<file path="src/rtl/reg_bus_arb_if.sv">
// Register access bus bundle for reg_bus_arb: two requesting masters on one side,
// the user-logic register file on the other.
//   slave  : arbiter view (takes master requests, drives the register bus)
//   master : environment view (issues master requests, acts as the register file)
interface reg_bus_arb_if #(
  parameter int unsigned ADDR_WIDTH = 12,
  parameter int unsigned DATA_WIDTH = 32
) ();

  // master 0: host BAR path
  logic                  m0_req;
  logic                  m0_wr;
  logic [ADDR_WIDTH-1:0] m0_addr;
  logic [DATA_WIDTH-1:0] m0_wdata;
  logic                  m0_ack;
  logic [DATA_WIDTH-1:0] m0_rdata;

  // master 1: local debug / self-test master
  logic                  m1_req;
  logic                  m1_wr;
  logic [ADDR_WIDTH-1:0] m1_addr;
  logic [DATA_WIDTH-1:0] m1_wdata;
  logic                  m1_ack;
  logic [DATA_WIDTH-1:0] m1_rdata;

  // register file bus
  logic                  cpu_wr;
  logic                  cpu_rd;
  logic [ADDR_WIDTH-1:0] cpu_wr_addr;
  logic [DATA_WIDTH-1:0] cpu_data_in;
  logic [DATA_WIDTH-1:0] cpu_data_out;

  // status
  logic                  addr_err;
  logic                  busy;

  modport slave (
    input  m0_req, m0_wr, m0_addr, m0_wdata,
    input  m1_req, m1_wr, m1_addr, m1_wdata,
    input  cpu_data_out,
    output m0_ack, m0_rdata, m1_ack, m1_rdata,
    output cpu_wr, cpu_rd, cpu_wr_addr, cpu_data_in,
    output addr_err, busy
  );

  modport master (
    output m0_req, m0_wr, m0_addr, m0_wdata,
    output m1_req, m1_wr, m1_addr, m1_wdata,
    output cpu_data_out,
    input  m0_ack, m0_rdata, m1_ack, m1_rdata,
    input  cpu_wr, cpu_rd, cpu_wr_addr, cpu_data_in,
    input  addr_err, busy
  );

endinterface

</file>
<file path="src/rtl/reg_bus_arb.sv">
// reg_bus_arb: two-master round-robin arbiter and single-access sequencer for
// the user-logic register bus. One access at a time; reads hold the address for
// RD_LAT+1 cycles and capture cpu_data_out on the last one. Out-of-range
// addresses complete with addr_err and no bus cycle. All outputs are registered.
module reg_bus_arb #(
  parameter int unsigned           ADDR_WIDTH = 12,
  parameter int unsigned           DATA_WIDTH = 32,
  parameter int unsigned           RD_LAT     = 1,
  parameter int unsigned           REG_NUM    = 10,
  parameter logic [DATA_WIDTH-1:0] ERR_DATA   = 32'hDEAD_BEEF
) (
  input logic          clks,
  input logic          reset,
  reg_bus_arb_if.slave bus
);

  typedef enum logic [2:0] {
    IDLE,
    WR,
    RD,
    ERR,
    ACK
  } state_t;

  localparam logic [ADDR_WIDTH:0] REG_LIMIT = (ADDR_WIDTH + 1)'(REG_NUM);
  localparam logic [2:0]          RD_LAST   = 3'(RD_LAT);

  // FSM and latched request
  state_t                state_q, state_d;
  logic                  gnt_q, gnt_d;            // 0 = master 0, 1 = master 1
  logic                  last_gnt_q, last_gnt_d;
  logic                  lat_wr_q, lat_wr_d;
  logic [ADDR_WIDTH-1:0] lat_addr_q, lat_addr_d;
  logic [DATA_WIDTH-1:0] lat_wdata_q, lat_wdata_d;
  logic [2:0]            rd_cnt_q, rd_cnt_d;

  // registered outputs
  logic                  cpu_wr_q, cpu_wr_d;
  logic                  cpu_rd_q, cpu_rd_d;
  logic [ADDR_WIDTH-1:0] cpu_addr_q, cpu_addr_d;
  logic [DATA_WIDTH-1:0] cpu_din_q, cpu_din_d;
  logic                  ack0_q, ack0_d;
  logic                  ack1_q, ack1_d;
  logic [DATA_WIDTH-1:0] rdata0_q, rdata0_d;
  logic [DATA_WIDTH-1:0] rdata1_q, rdata1_d;
  logic                  addr_err_q, addr_err_d;
  logic                  busy_q, busy_d;

  // State register and latched request fields
  always_ff @(posedge clks) begin
    if (!reset) begin
      state_q     <= IDLE;
      gnt_q       <= 1'b0;
      last_gnt_q  <= 1'b1;
      lat_wr_q    <= 1'b0;
      lat_addr_q  <= '0;
      lat_wdata_q <= '0;
      rd_cnt_q    <= '0;
    end else begin
      state_q     <= state_d;
      gnt_q       <= gnt_d;
      last_gnt_q  <= last_gnt_d;
      lat_wr_q    <= lat_wr_d;
      lat_addr_q  <= lat_addr_d;
      lat_wdata_q <= lat_wdata_d;
      rd_cnt_q    <= rd_cnt_d;
    end
  end

  // Arbitration and next-state sequencing
  always_comb begin
    state_d     = state_q;
    gnt_d       = gnt_q;
    last_gnt_d  = last_gnt_q;
    lat_wr_d    = lat_wr_q;
    lat_addr_d  = lat_addr_q;
    lat_wdata_d = lat_wdata_q;
    rd_cnt_d    = rd_cnt_q;

    unique case (state_q)
      IDLE: begin
        if (bus.m0_req || bus.m1_req) begin
          // pointer only moves on real contention
          if (bus.m0_req && bus.m1_req) begin
            gnt_d      = ~last_gnt_q;
            last_gnt_d = ~last_gnt_q;
          end else begin
            gnt_d = bus.m1_req;
          end
          lat_wr_d    = gnt_d ? bus.m1_wr    : bus.m0_wr;
          lat_addr_d  = gnt_d ? bus.m1_addr  : bus.m0_addr;
          lat_wdata_d = gnt_d ? bus.m1_wdata : bus.m0_wdata;
          if ({1'b0, lat_addr_d} >= REG_LIMIT) begin
            state_d = ERR;
          end else if (lat_wr_d) begin
            state_d = WR;
          end else begin
            state_d  = RD;
            rd_cnt_d = '0;
          end
        end
      end
      WR:  state_d = ACK;
      ERR: state_d = ACK;
      RD: begin
        if (rd_cnt_q == RD_LAST) begin
          state_d = ACK;
        end else begin
          rd_cnt_d = rd_cnt_q + 1'b1;
        end
      end
      ACK:     state_d = IDLE;
      default: state_d = IDLE;
    endcase
  end

  // Output values for the coming cycle, derived from the state being entered
  always_comb begin
    cpu_wr_d   = (state_d == WR);
    cpu_rd_d   = (state_d == RD);
    cpu_addr_d = cpu_addr_q;
    cpu_din_d  = cpu_din_q;
    ack0_d     = (state_d == ACK) && !gnt_d;
    ack1_d     = (state_d == ACK) &&  gnt_d;
    addr_err_d = (state_q == ERR);
    busy_d     = (state_d != IDLE);
    rdata0_d   = rdata0_q;
    rdata1_d   = rdata1_q;

    // bus address/data only move when a real access starts, otherwise they hold
    if (state_q == IDLE && (state_d == WR || state_d == RD)) begin
      cpu_addr_d = lat_addr_d;
    end
    if (state_q == IDLE && state_d == WR) begin
      cpu_din_d = lat_wdata_d;
    end

    // read data lands in the granted master's register at the RD->ACK edge
    if (state_q == RD && state_d == ACK) begin
      if (gnt_q) rdata1_d = bus.cpu_data_out;
      else       rdata0_d = bus.cpu_data_out;
    end
    if (state_q == ERR && !lat_wr_q) begin
      if (gnt_q) rdata1_d = ERR_DATA;
      else       rdata0_d = ERR_DATA;
    end
  end

  // Output registers
  always_ff @(posedge clks) begin
    if (!reset) begin
      cpu_wr_q   <= 1'b0;
      cpu_rd_q   <= 1'b0;
      cpu_addr_q <= '0;
      cpu_din_q  <= '0;
      ack0_q     <= 1'b0;
      ack1_q     <= 1'b0;
      rdata0_q   <= '0;
      rdata1_q   <= '0;
      addr_err_q <= 1'b0;
      busy_q     <= 1'b0;
    end else begin
      cpu_wr_q   <= cpu_wr_d;
      cpu_rd_q   <= cpu_rd_d;
      cpu_addr_q <= cpu_addr_d;
      cpu_din_q  <= cpu_din_d;
      ack0_q     <= ack0_d;
      ack1_q     <= ack1_d;
      rdata0_q   <= rdata0_d;
      rdata1_q   <= rdata1_d;
      addr_err_q <= addr_err_d;
      busy_q     <= busy_d;
    end
  end

  assign bus.cpu_wr      = cpu_wr_q;
  assign bus.cpu_rd      = cpu_rd_q;
  assign bus.cpu_wr_addr = cpu_addr_q;
  assign bus.cpu_data_in = cpu_din_q;
  assign bus.m0_ack      = ack0_q;
  assign bus.m1_ack      = ack1_q;
  assign bus.m0_rdata    = rdata0_q;
  assign bus.m1_rdata    = rdata1_q;
  assign bus.addr_err    = addr_err_q;
  assign bus.busy        = busy_q;

endmodule

</file>
<file path="src/flat_wrapper.sv">
// flat-port wrapper written by rule: the top's interface ports become plain ports
module reg_bus_arb_flat 
#(
  parameter int unsigned           ADDR_WIDTH = 12,
  parameter int unsigned           DATA_WIDTH = 32,
  parameter int unsigned           RD_LAT     = 1,
  parameter int unsigned           REG_NUM    = 10,
  parameter logic [DATA_WIDTH-1:0] ERR_DATA   = 32'hDEAD_BEEF
)
  (clks, reset, bus_m0_req, bus_m0_wr, bus_m0_addr, bus_m0_wdata, bus_m1_req, bus_m1_wr, bus_m1_addr, bus_m1_wdata, bus_cpu_data_out, bus_m0_ack, bus_m0_rdata, bus_m1_ack, bus_m1_rdata, bus_cpu_wr, bus_cpu_rd, bus_cpu_wr_addr, bus_cpu_data_in, bus_addr_err, bus_busy);
  reg_bus_arb_if #(.ADDR_WIDTH(ADDR_WIDTH), .DATA_WIDTH(DATA_WIDTH)) bus_i ();
  input logic clks;
  input logic reset;
  input wire logic [$bits(bus_i.m0_req)-1:0] bus_m0_req;
  input wire logic [$bits(bus_i.m0_wr)-1:0] bus_m0_wr;
  input wire logic [$bits(bus_i.m0_addr)-1:0] bus_m0_addr;
  input wire logic [$bits(bus_i.m0_wdata)-1:0] bus_m0_wdata;
  input wire logic [$bits(bus_i.m1_req)-1:0] bus_m1_req;
  input wire logic [$bits(bus_i.m1_wr)-1:0] bus_m1_wr;
  input wire logic [$bits(bus_i.m1_addr)-1:0] bus_m1_addr;
  input wire logic [$bits(bus_i.m1_wdata)-1:0] bus_m1_wdata;
  input wire logic [$bits(bus_i.cpu_data_out)-1:0] bus_cpu_data_out;
  output wire logic [$bits(bus_i.m0_ack)-1:0] bus_m0_ack;
  output wire logic [$bits(bus_i.m0_rdata)-1:0] bus_m0_rdata;
  output wire logic [$bits(bus_i.m1_ack)-1:0] bus_m1_ack;
  output wire logic [$bits(bus_i.m1_rdata)-1:0] bus_m1_rdata;
  output wire logic [$bits(bus_i.cpu_wr)-1:0] bus_cpu_wr;
  output wire logic [$bits(bus_i.cpu_rd)-1:0] bus_cpu_rd;
  output wire logic [$bits(bus_i.cpu_wr_addr)-1:0] bus_cpu_wr_addr;
  output wire logic [$bits(bus_i.cpu_data_in)-1:0] bus_cpu_data_in;
  output wire logic [$bits(bus_i.addr_err)-1:0] bus_addr_err;
  output wire logic [$bits(bus_i.busy)-1:0] bus_busy;
  assign bus_i.m0_req = bus_m0_req;
  assign bus_i.m0_wr = bus_m0_wr;
  assign bus_i.m0_addr = bus_m0_addr;
  assign bus_i.m0_wdata = bus_m0_wdata;
  assign bus_i.m1_req = bus_m1_req;
  assign bus_i.m1_wr = bus_m1_wr;
  assign bus_i.m1_addr = bus_m1_addr;
  assign bus_i.m1_wdata = bus_m1_wdata;
  assign bus_i.cpu_data_out = bus_cpu_data_out;
  assign bus_m0_ack = bus_i.m0_ack;
  assign bus_m0_rdata = bus_i.m0_rdata;
  assign bus_m1_ack = bus_i.m1_ack;
  assign bus_m1_rdata = bus_i.m1_rdata;
  assign bus_cpu_wr = bus_i.cpu_wr;
  assign bus_cpu_rd = bus_i.cpu_rd;
  assign bus_cpu_wr_addr = bus_i.cpu_wr_addr;
  assign bus_cpu_data_in = bus_i.cpu_data_in;
  assign bus_addr_err = bus_i.addr_err;
  assign bus_busy = bus_i.busy;
  reg_bus_arb #(.ADDR_WIDTH(ADDR_WIDTH), .DATA_WIDTH(DATA_WIDTH), .RD_LAT(RD_LAT), .REG_NUM(REG_NUM), .ERR_DATA(ERR_DATA)) u_core (.clks(clks), .reset(reset), .bus(bus_i));
endmodule
</file>
<file path="config.mk">
export PLATFORM = sky130hd
export DESIGN_NAME = reg_bus_arb_flat
export DESIGN_NICKNAME = d
export VERILOG_FILES = /design/src/rtl/reg_bus_arb_if.sv /design/src/rtl/reg_bus_arb.sv /design/src/flat_wrapper.sv
export SDC_FILE = /design/constraint.sdc
export NUM_CORES = 1
export LEC_CHECK = 0
export ABC_CLOCK_PERIOD_IN_PS = 3800
export CELL_PAD_IN_SITES_DETAIL_PLACEMENT = 0
export CELL_PAD_IN_SITES_GLOBAL_PLACEMENT = 2
export CORE_MARGIN = 2
export CORE_UTILIZATION = 28
export DETAILED_ROUTE_END_ITERATION = 7
export HOLD_SLACK_MARGIN = 0.03
export PLACE_DENSITY_LB_ADDON = 0.1
export SLEW_MARGIN = 25
export SYNTH_ARGS = -nofsm -noshare
export SYNTH_HDL_FRONTEND = slang
export SYNTH_SLANG_ARGS = --single-unit
</file>
<file path="constraint.sdc">
create_clock -name clks -period 3.8 [get_ports clks]
set_input_delay 1.14 -clock clks [delete_from_list [all_inputs] [get_ports clks]]
set_output_delay 1.14 -clock clks [all_outputs]
set_load 0.03 [all_outputs]
</file>
* Yosys cells after proc, flatten, opt, wreduce, memory -nomap -nowiden
Index checks and enable logic that the tools add are counted.
** Operators by class
- Muxes and demuxes :: 30
- Reduce and logical (&&, ||, !) cells :: 18
- Equality and inequality tests :: 11
- Bitwise gates (word level) :: 1
- Add/subtract/negate cells :: 1
- $lt $le $gt $ge :: 1
** Operators with widths (count)
- 32-bit 2-to-1 mux :: 11
- 12-bit 2-to-1 mux :: 3
- 3-bit 2-to-1 mux :: 7
- 12-bit by 4-bit >= comparator with 1-bit output (second input constant) :: 1
- 3-bit by 1-bit equality test with 1-bit output (second input constant) :: 3
- 3-bit by 2-bit equality test with 1-bit output (second input constant) :: 3
- 3-bit one-hot mux with 3 select lines :: 1
- 1-bit logical AND :: 7
- 1-bit 2-to-1 mux :: 6
- 2-bit != test (second input constant) :: 3
- 3-bit one-hot mux with 2 select lines :: 1
- 5-bit AND reduction :: 1
- 3-bit by 1-bit adder with 3-bit output (second input constant) :: 1
- 3-bit equality test (second input constant) :: 1
- 3-bit zero test :: 1
- 3-bit AND reduction :: 1
- 3-bit nonzero test :: 1
- 1-bit zero test :: 2
- 1-bit logical OR :: 2
- 2-bit 2-to-1 mux :: 1
- 2-bit by 1-bit != test with 1-bit output (second input constant) :: 1
- 2-bit AND reduction :: 1
- 2-bit nonzero test :: 1
- 2-bit OR reduction :: 1
- 1-bit NOT :: 1
** Word-level totals
- Output and inout port bits :: 114
- Word-level logic and storage cells :: 79
- Input bits :: 126
- Register bits after elaboration :: 167

* Logic depth before layout (Yosys ltp)
Gate-level depths: netlist of run 1.
- Depth after elaboration :: 14
- Mapped depth :: 8
- Depth with buffers taken out :: 6

* Least setup slack after synthesis of run 1
OpenSTA, ideal clock, no wires.
- Path type :: input to register
- From :: input port bus_m1_req
- To :: register u_core.cpu_din_q[24], in the netlist u_core.bus.cpu_data_in[24]
- Slack :: 1043 ps
- Stages on the path :: 5
- Arrival time :: 2633 ps
- Path through :: a21boi_2 > nand4_1 > a211oi_4 > buf_6 > mux2_1
** On the way
- Longest elaborated chain between the ends :: 11
- Elaborated cells on any way between the ends :: 17
- Those cells by class :: order compare (1); eq/ne (1); mux (12); reduce/logical (3)
** Ends and longest elaborated chain
- from (decl) :: line flat_wrapper.sv:18 : input wire logic [$bits(bus_i.m1_req)-1:0] bus_m1_req;
- 1-bit logical AND :: line reg_bus_arb.sv:84 : if (bus.m0_req && bus.m1_req) begin
- 1-bit 2-to-1 mux :: line reg_bus_arb.sv:84
- 1-bit 2-to-1 mux :: line reg_bus_arb.sv:82 : if (bus.m0_req || bus.m1_req) begin
- 1-bit 2-to-1 mux :: line reg_bus_arb.sv:80 : unique case (state_q)
- 12-bit 2-to-1 mux / 1-bit 2-to-1 mux (equally long branches) :: line reg_bus_arb.sv:91, reg_bus_arb.sv:90
- 12-bit by 4-bit >= comparator with 1-bit output / 2-bit 2-to-1 mux (equally long branches) :: line reg_bus_arb.sv:93, reg_bus_arb.sv:95
- 3-bit 2-to-1 mux :: line reg_bus_arb.sv:93 : if ({1'b0, lat_addr_d} >= REG_LIMIT) begin
- 3-bit 2-to-1 mux :: line reg_bus_arb.sv:82
- 3-bit one-hot mux with 3 select lines :: line reg_bus_arb.sv:80
- 3-bit by 1-bit equality test with 1-bit output :: line reg_bus_arb.sv:134 : if (state_q == IDLE && state_d == WR) begin
- 1-bit logical AND :: line reg_bus_arb.sv:134
- to (signal assigned) :: line reg_bus_arb.sv:166 : cpu_din_q <= cpu_din_d;
- to (decl) :: line reg_bus_arb.sv:41 : logic [DATA_WIDTH-1:0] cpu_din_q, cpu_din_d;
Several ways; a longest one is shown, not always the timed one. The select of a mux whose other input is x is not followed.
A chain may end at the register's enable or synchronous reset.

* Final worst setup path of run 1
- From :: input port bus_m0_req
- To :: register u_core.rd_cnt_q[0]
** On the way
- Longest elaborated chain between the ends :: 8
- Elaborated cells on any way between the ends :: 12
- Those cells by class :: order compare (1); eq/ne (3); mux (5); reduce/logical (3)
** Ends and longest elaborated chain
- from (decl) :: line flat_wrapper.sv:14 : input wire logic [$bits(bus_i.m0_req)-1:0] bus_m0_req;
- 1-bit logical AND :: line reg_bus_arb.sv:84
- 1-bit 2-to-1 mux :: line reg_bus_arb.sv:84
- 1-bit 2-to-1 mux :: line reg_bus_arb.sv:82
- 1-bit 2-to-1 mux :: line reg_bus_arb.sv:80
- 12-bit 2-to-1 mux :: line reg_bus_arb.sv:91 : lat_addr_d = gnt_d ? bus.m1_addr : bus.m0_addr;
- 12-bit by 4-bit >= comparator with 1-bit output :: line reg_bus_arb.sv:93
- 2-bit != test (no source line)
- 5-bit AND reduction (no source line) *
- to (signal assigned) :: line reg_bus_arb.sv:66 : rd_cnt_q <= rd_cnt_d;
- to (decl) :: line reg_bus_arb.sv:35 : logic [2:0] rd_cnt_q, rd_cnt_d;
Mark *: on every way between the ends. The rest lies on a longest branch, timed or not. The select of a mux whose other input is x is not followed.

==> results.sh, run 1 <==
export IMPL_drv_slew=0
export IMPL_power_density_nw_per_um2=471.6
export IMPL_drt_initial_drc_count=313
export IMPL_gp_congestion=0.7527
export IMPL_hold_slack_ps=453.0
export IMPL_relSlewSlack_pct=34.13
export IMPL_core_rowCount=55
export IMPL_finalSetupViolations=0
export IMPL_worst_pin_slew_ps=980.5
export IMPL_cp_start_kind="input port"
export IMPL_finalHoldViolations=0
export IMPL_hold_class="reg -> reg"
export IMPL_yosysWarnings=0
export IMPL_ys_seq_elements=159
export IMPL_grt_overflow=0
export IMPL_status="finished, final reports clean"
export IMPL_fin_skew_ps=14.90
export IMPL_grt_max_degree=71
export IMPL_final_util_pct=42.77
export IMPL_clock_sinks=159
export IMPL_floorplan_initialDensity_pct=28.37
export IMPL_fin_nets=1001
export IMPL_ant_nets=0
export IMPL_port_buffers=239
export IMPL_final_fill_count=2121
export IMPL_finalCriticalPeriod_ps=3029
export IMPL_ys_types=43
export IMPL_end_kind="register"
export IMPL_crit_path_max_fanout=11
export IMPL_die_y_um=155.2
export IMPL_grt_total_usage_pct=17.03
export IMPL_clk_path_buf_depth=2
export IMPL_grt_pass1_vias=5796
export IMPL_ios=240
export IMPL_syn_inst=660
export IMPL_ys_seq_area_share_pct=49.71
export IMPL_dp_slack_ps=358.0
export IMPL_post_drt_wl_per_cell_um=17.59
export IMPL_viasPerCell=4.891
export IMPL_grt_pass1_wl_mm=32.42
export IMPL_wirelength_mm=20.60
export IMPL_irDropWorstVdd_v=0.0003062
export IMPL_drt_pass1_iter_count=4
export IMPL_avgSynthCellArea_um2=9.702
export IMPL_maxCapViolations=0
export IMPL_leakagePower_nw=3.573
export IMPL_path_class="in -> reg"
export IMPL_post_cts_setup_buffers=0
export IMPL_period_share_pct=79.71
export IMPL_syn_area_um2=6404
export IMPL_ctsResizeCount=0
export IMPL_antenna_found_initial=0
export IMPL_worstPathRequired_ps=4080
export IMPL_ff2ff_setup_slack_ps=1180
export IMPL_layout_setup_ws_ps=770.9
export IMPL_cts_tree="yes"
export IMPL_dieWidth_um=155.2
export IMPL_cts_buffers_inserted=17
export IMPL_die_area_um2=24100
export IMPL_area_delta_synth_final_pct=50.76
export IMPL_vias=5727
export IMPL_h_tree_depth=4
export IMPL_core_area_um2=22570
export IMPL_finalSetupTns_ps=0
export IMPL_holdBufCountCts=0
export IMPL_cts_root_buffer_cell="clkbuf_16"
export IMPL_clk_latency_ps=420
export IMPL_diodes=0
export IMPL_grt_setup_unrepaired="false"
export IMPL_hpwl_mm=13.95
export IMPL_total_power_mw=4.553
export IMPL_syn_nets=788
export IMPL_fmax_mhz=330.1
export IMPL_drc=0
export IMPL_cp_arrival_ps=3300
export IMPL_layout_drive_gt1_share_pct=11.63
export IMPL_path_clk_slew_ps=70
==> cells by family after synthesis <==
logic type	share of synthesized area [%]
AOI/OAI and AO/OA	21.88
adders and majority gates	0.3907
muxes	6.819
DFF	49.71
and+or+nand+nor	14.19
buffers and inverters	7.014
==> cells in the final DEF, fill, tap and decap left out, drive strengths merged, types with 2 or more instances in the layout <==
master	instances
nand3	3
a221oi	36
buf	16
clkdlybuf4s50	238
a31oi	24
dfxtp	159
nor2b	2
mux2i	2
inv	48
a211oi	41
clkinv	2
nor3b	9
and2	36
a21oi	20
or3	2
nor2	10
or4	2
mux2	37
o221a	24
o21ai	13
nand2	115
nand4	2
nor4	5
clkbuf	18
ha	2
bufinv	4
nor3	2
==> power by group <==
part / internal (mW) / total, mW / switching (mW) / leakage [nW]
sequential: 1.79 / 1.84 / 0.0473 / 1.29
clock: 1.15 / 1.90 / 0.758 / 0.320
combinational: 0.346 / 0.811 / 0.465 / 1.96
==> critical path, stage by stage <==
cell and delay [ps]:
clkdlybuf4s50_1 630, a21bo_2 250, buf_4 190, mux2_2 340
a211oi_1 560, o31ai_1 180
==> final timing paths <==
| path | startpoint | end | depth (start not counted) |
|---|---|---|---|
| hold reg to reg | u_core.lat_wdata_q[1]$_SDFF_PN0_ | u_core.lat_wdata_q[1]$_SDFF_PN0_ | 2 |
| hold / removal | u_core.lat_wdata_q[1]$_SDFF_PN0_ | u_core.lat_wdata_q[1]$_SDFF_PN0_ | 2 |
| setup / recovery | bus_m0_req | u_core.rd_cnt_q[0]$_SDFFE_PN0P_ | 6 |
| setup reg to reg | u_core.state_q[2]$_SDFF_PN0_ | u_core.bus.cpu_data_in[14]$_SDFFE_PN0P_ | 6 |
==> cells in the mapped netlist (all sizes together) <==
cell,count,area (um2)
dfxtp,159,3183
nand2,115,431.7
clkbuf,48,180.2
a211oi,41,320.3
inv,41,153.9
mux2,37,416.6
a221oi,36,421.7
and2,36,225.2
a31oi,24,150.1
o221a,24,270.3
a21oi,20,103.9
o21ai,13,65.06
buf,12,115.1
nor2,10,37.54
nor3b,9,67.56
nor4,5,31.28
nand3,3,15.01
ha,2,25.02
mux2i,2,20.02
nand4,2,12.51
nor2b,2,12.51
nor3,2,10.01
or3,2,12.51
or4,2,15.01
a2111oi,1,8.760
a21bo,1,10.01
a21boi,1,11.26
and3,1,6.260
nand2b,1,6.260
nor4bb,1,10.01
o211a,1,10.01
o21a,1,7.510
o22ai,1,6.260
o31ai,1,7.510
o41ai,1,8.760
or2,1,6.260
or3b,1,8.760
==> stage by stage <==
step	instance area (um2)	cells
final	9654	1171
after global routing	9654	1171
after CTS	9654	1171
after detailed placement	8999	1139
after global placement	8999	1139
after floorplan	6404	660
==> routing by layer <==
| metal | share of wire, % | up-vias | global-route usage (%) |
|---|---|---|---|
| li1 | - | 2777 | - |
| met1 | 45 | 2750 | 21.79 |
| met2 | 49 | 181 | 29.31 |
| met3 | 4.8 | 19 | 3.259 |
| met4 | 1.3 | 0 | 4.849 |
| met5 | 0 | - | 0 |
==> layout make-up <==
type | count | area (um2) | share of cell area [%]
clock buffers | 18 | 439.2 | 4.549
multi-input cells | 400 | 2791 | 28.91
flip-flops and latches | 159 | 3183 | 32.97
repair buffers | 254 | 2512 | 26.02
clock inverters | 14 | 216.5 | 2.242
inverters | 41 | 155.1 | 1.607
well taps | 285 | 356.6 | 3.694
No activity file was read; power rests on OpenSTA's default activity.
==> run 2, diff against run 1 <==
Settings changed: ABC_CLOCK_PERIOD_IN_PS 3800 to 2800, CORE_UTILIZATION 28 to 26.
Clock period 3.8 ns to 2.8 ns, I/O delays scaled along.
==> results.sh, run 2 (synthesized netlist as in run 1, its figures left out) <==
export IMPL_clk_latency_ps=420
export IMPL_die_area_um2=25900
export IMPL_leakagePower_nw=3.598
export IMPL_layout_drive_gt1_share_pct=13.00
export IMPL_cp_arrival_ps=2840
export IMPL_viasPerCell=4.741
export IMPL_grt_overflow=0
export IMPL_wirelength_mm=20.81
export IMPL_cts_buffers_inserted=17
export IMPL_dp_slack_ps=-199.7
export IMPL_path_clk_slew_ps=70
export IMPL_relSlewSlack_pct=51.18
export IMPL_cts_tree="yes"
export IMPL_clock_sinks=159
export IMPL_antenna_found_initial=0
export IMPL_fin_skew_ps=8.005
export IMPL_drt_pass1_iter_count=4
export IMPL_layout_setup_ws_ps=253.9
export IMPL_min_path_cells=2
export IMPL_drt_initial_drc_count=257
export IMPL_cp_start_kind="input port"
export IMPL_total_power_mw=5.881
export IMPL_hold_slack_ps=455.9
export IMPL_drv_slew=0
export IMPL_maxCapViolations=0
export IMPL_grt_total_usage_pct=16.21
export IMPL_cts_root_buffer_cell="clkbuf_16"
export IMPL_vias=5803
export IMPL_gp_congestion=0.7332
export IMPL_drc=0
export IMPL_worst_r2r_path_depth=6
export IMPL_area_delta_synth_final_pct=52.05
export IMPL_post_drt_wl_per_cell_um=17.00
export IMPL_layout_common_cells="clkdlybuf4s50_1 (238), dfxtp_1 (159), nand2_1 (115), inv_1 (40), a211oi_1 (40)"
export IMPL_grt_max_degree=71
export IMPL_fin_cells=1224
export IMPL_grt_pass1_vias=6045
export IMPL_finalHoldViolations=0
export IMPL_final_common_cell="clkdlybuf4s50_1"
export IMPL_worst_pin_slew_ps=732.3
export IMPL_finalCriticalPeriod_ps=2546
export IMPL_clk_path_buf_depth=2
export IMPL_power_density_nw_per_um2=604.0
export IMPL_end_kind="register"
export IMPL_hpwl_mm=14.29
export IMPL_path_class="in -> reg"
export IMPL_h_tree_depth=4
export IMPL_ios=240
export IMPL_dp_cells=1192
export IMPL_period_share_pct=90.93
export IMPL_irDropWorstVdd_v=0.0003073
export IMPL_finalSetupViolations=0
export IMPL_dieWidth_um=160.9
export IMPL_die_y_um=160.9
export IMPL_grt_pass1_wl_mm=33.38
export IMPL_crit_path_max_fanout=25
export IMPL_hold_class="reg -> reg"
export IMPL_path_cells="clkdlybuf4s50_1, nor4_1, buf_4, nand4_1, a211oi_4, buf_12, mux2_1"
export IMPL_diodes=0
export IMPL_grt_setup_unrepaired="false"
export IMPL_fmax_mhz=392.8
export IMPL_holdBufCountCts=0
export IMPL_worstPathRequired_ps=3100
export IMPL_cp_slowest_cell="clkdlybuf4s50_1"
export IMPL_core_rowCount=57
export IMPL_port_buffers=239
export IMPL_ant_nets=0
export IMPL_core_area_um2=24250
export IMPL_floorplan_initialDensity_pct=26.41
export IMPL_status="finished, final reports clean"
export IMPL_fin_nets=1015
export IMPL_cp_slowest_stage_delay_ps=400
export IMPL_ctsResizeCount=0
export IMPL_post_cts_setup_buffers=0
## run 2: cell types whose count changed in the layout (fill, tap and decap cells not counted), sizes merged
cell      before  now
bufinv         4    1
inv           48   46
clkinv         2    4
buf           16   30
clkinvlp       1    3
clkbuf        18   19
## run 2: final timing paths
check,start,to,slack (ps)
setup / recovery,bus_m1_addr[11],u_core.bus.cpu_data_in[3]$_SDFFE_PN0P_,250
hold / removal,u_core.lat_wdata_q[0]$_SDFF_PN0_,u_core.lat_wdata_q[0]$_SDFF_PN0_,460
setup reg to reg,u_core.state_q[2]$_SDFF_PN0_,u_core.bus.cpu_wr_addr[3]$_SDFFE_PN0P_,730
hold reg to reg,u_core.lat_wdata_q[0]$_SDFF_PN0_,u_core.lat_wdata_q[0]$_SDFF_PN0_,460
## run 2: routing by layer
metal | track usage (%) | vias up | wire length [um]
met5 | 0 | - | 0
met4 | 4.545 | 0 | 293
met3 | 4.985 | 18 | 1365
met2 | 26.92 | 170 | 9889
met1 | 20.34 | 2813 | 9262
li1 | - | 2802 | -
## run 2: final cells by class
class,instances,area [um2]
multi-input cells,400,2794
flip-flops and latches,159,3183
fillers,2395,14510
clock inverters,13,126.4
well taps,324,405.4
inverters,41,155.1
clock buffers,19,442.9
repair buffers,268,2630
## run 2: metrics by stage
step           setup TNS, ps  instance area, um2  utilization [%]
5_1_grt                    0                9737            40.15
3_5_place_dp           -7606                9168            37.81
6_report                   0                9737            40.15
2_1_floorplan              0                6404                -
3_3_place_gp           -7037                9168            37.81
4_1_cts                    0                9737            40.15
## run 2: worst max-delay path: cells and delay by family
| family | cells | cell delay, ps |
|---|---|---|
| compound gates | 1 | 340 |
| simple gates | 2 | 500 |
| mux | 1 | 330 |
| buf+inv | 3 | 800 |
## run 2: power by group
| part | internal [mW] | switching, mW |
|---|---|---|
| Combinational | 0.489 | 0.635 |
| Sequential | 2.43 | 0.0655 |
| Clock | 1.27 | 0.996 |
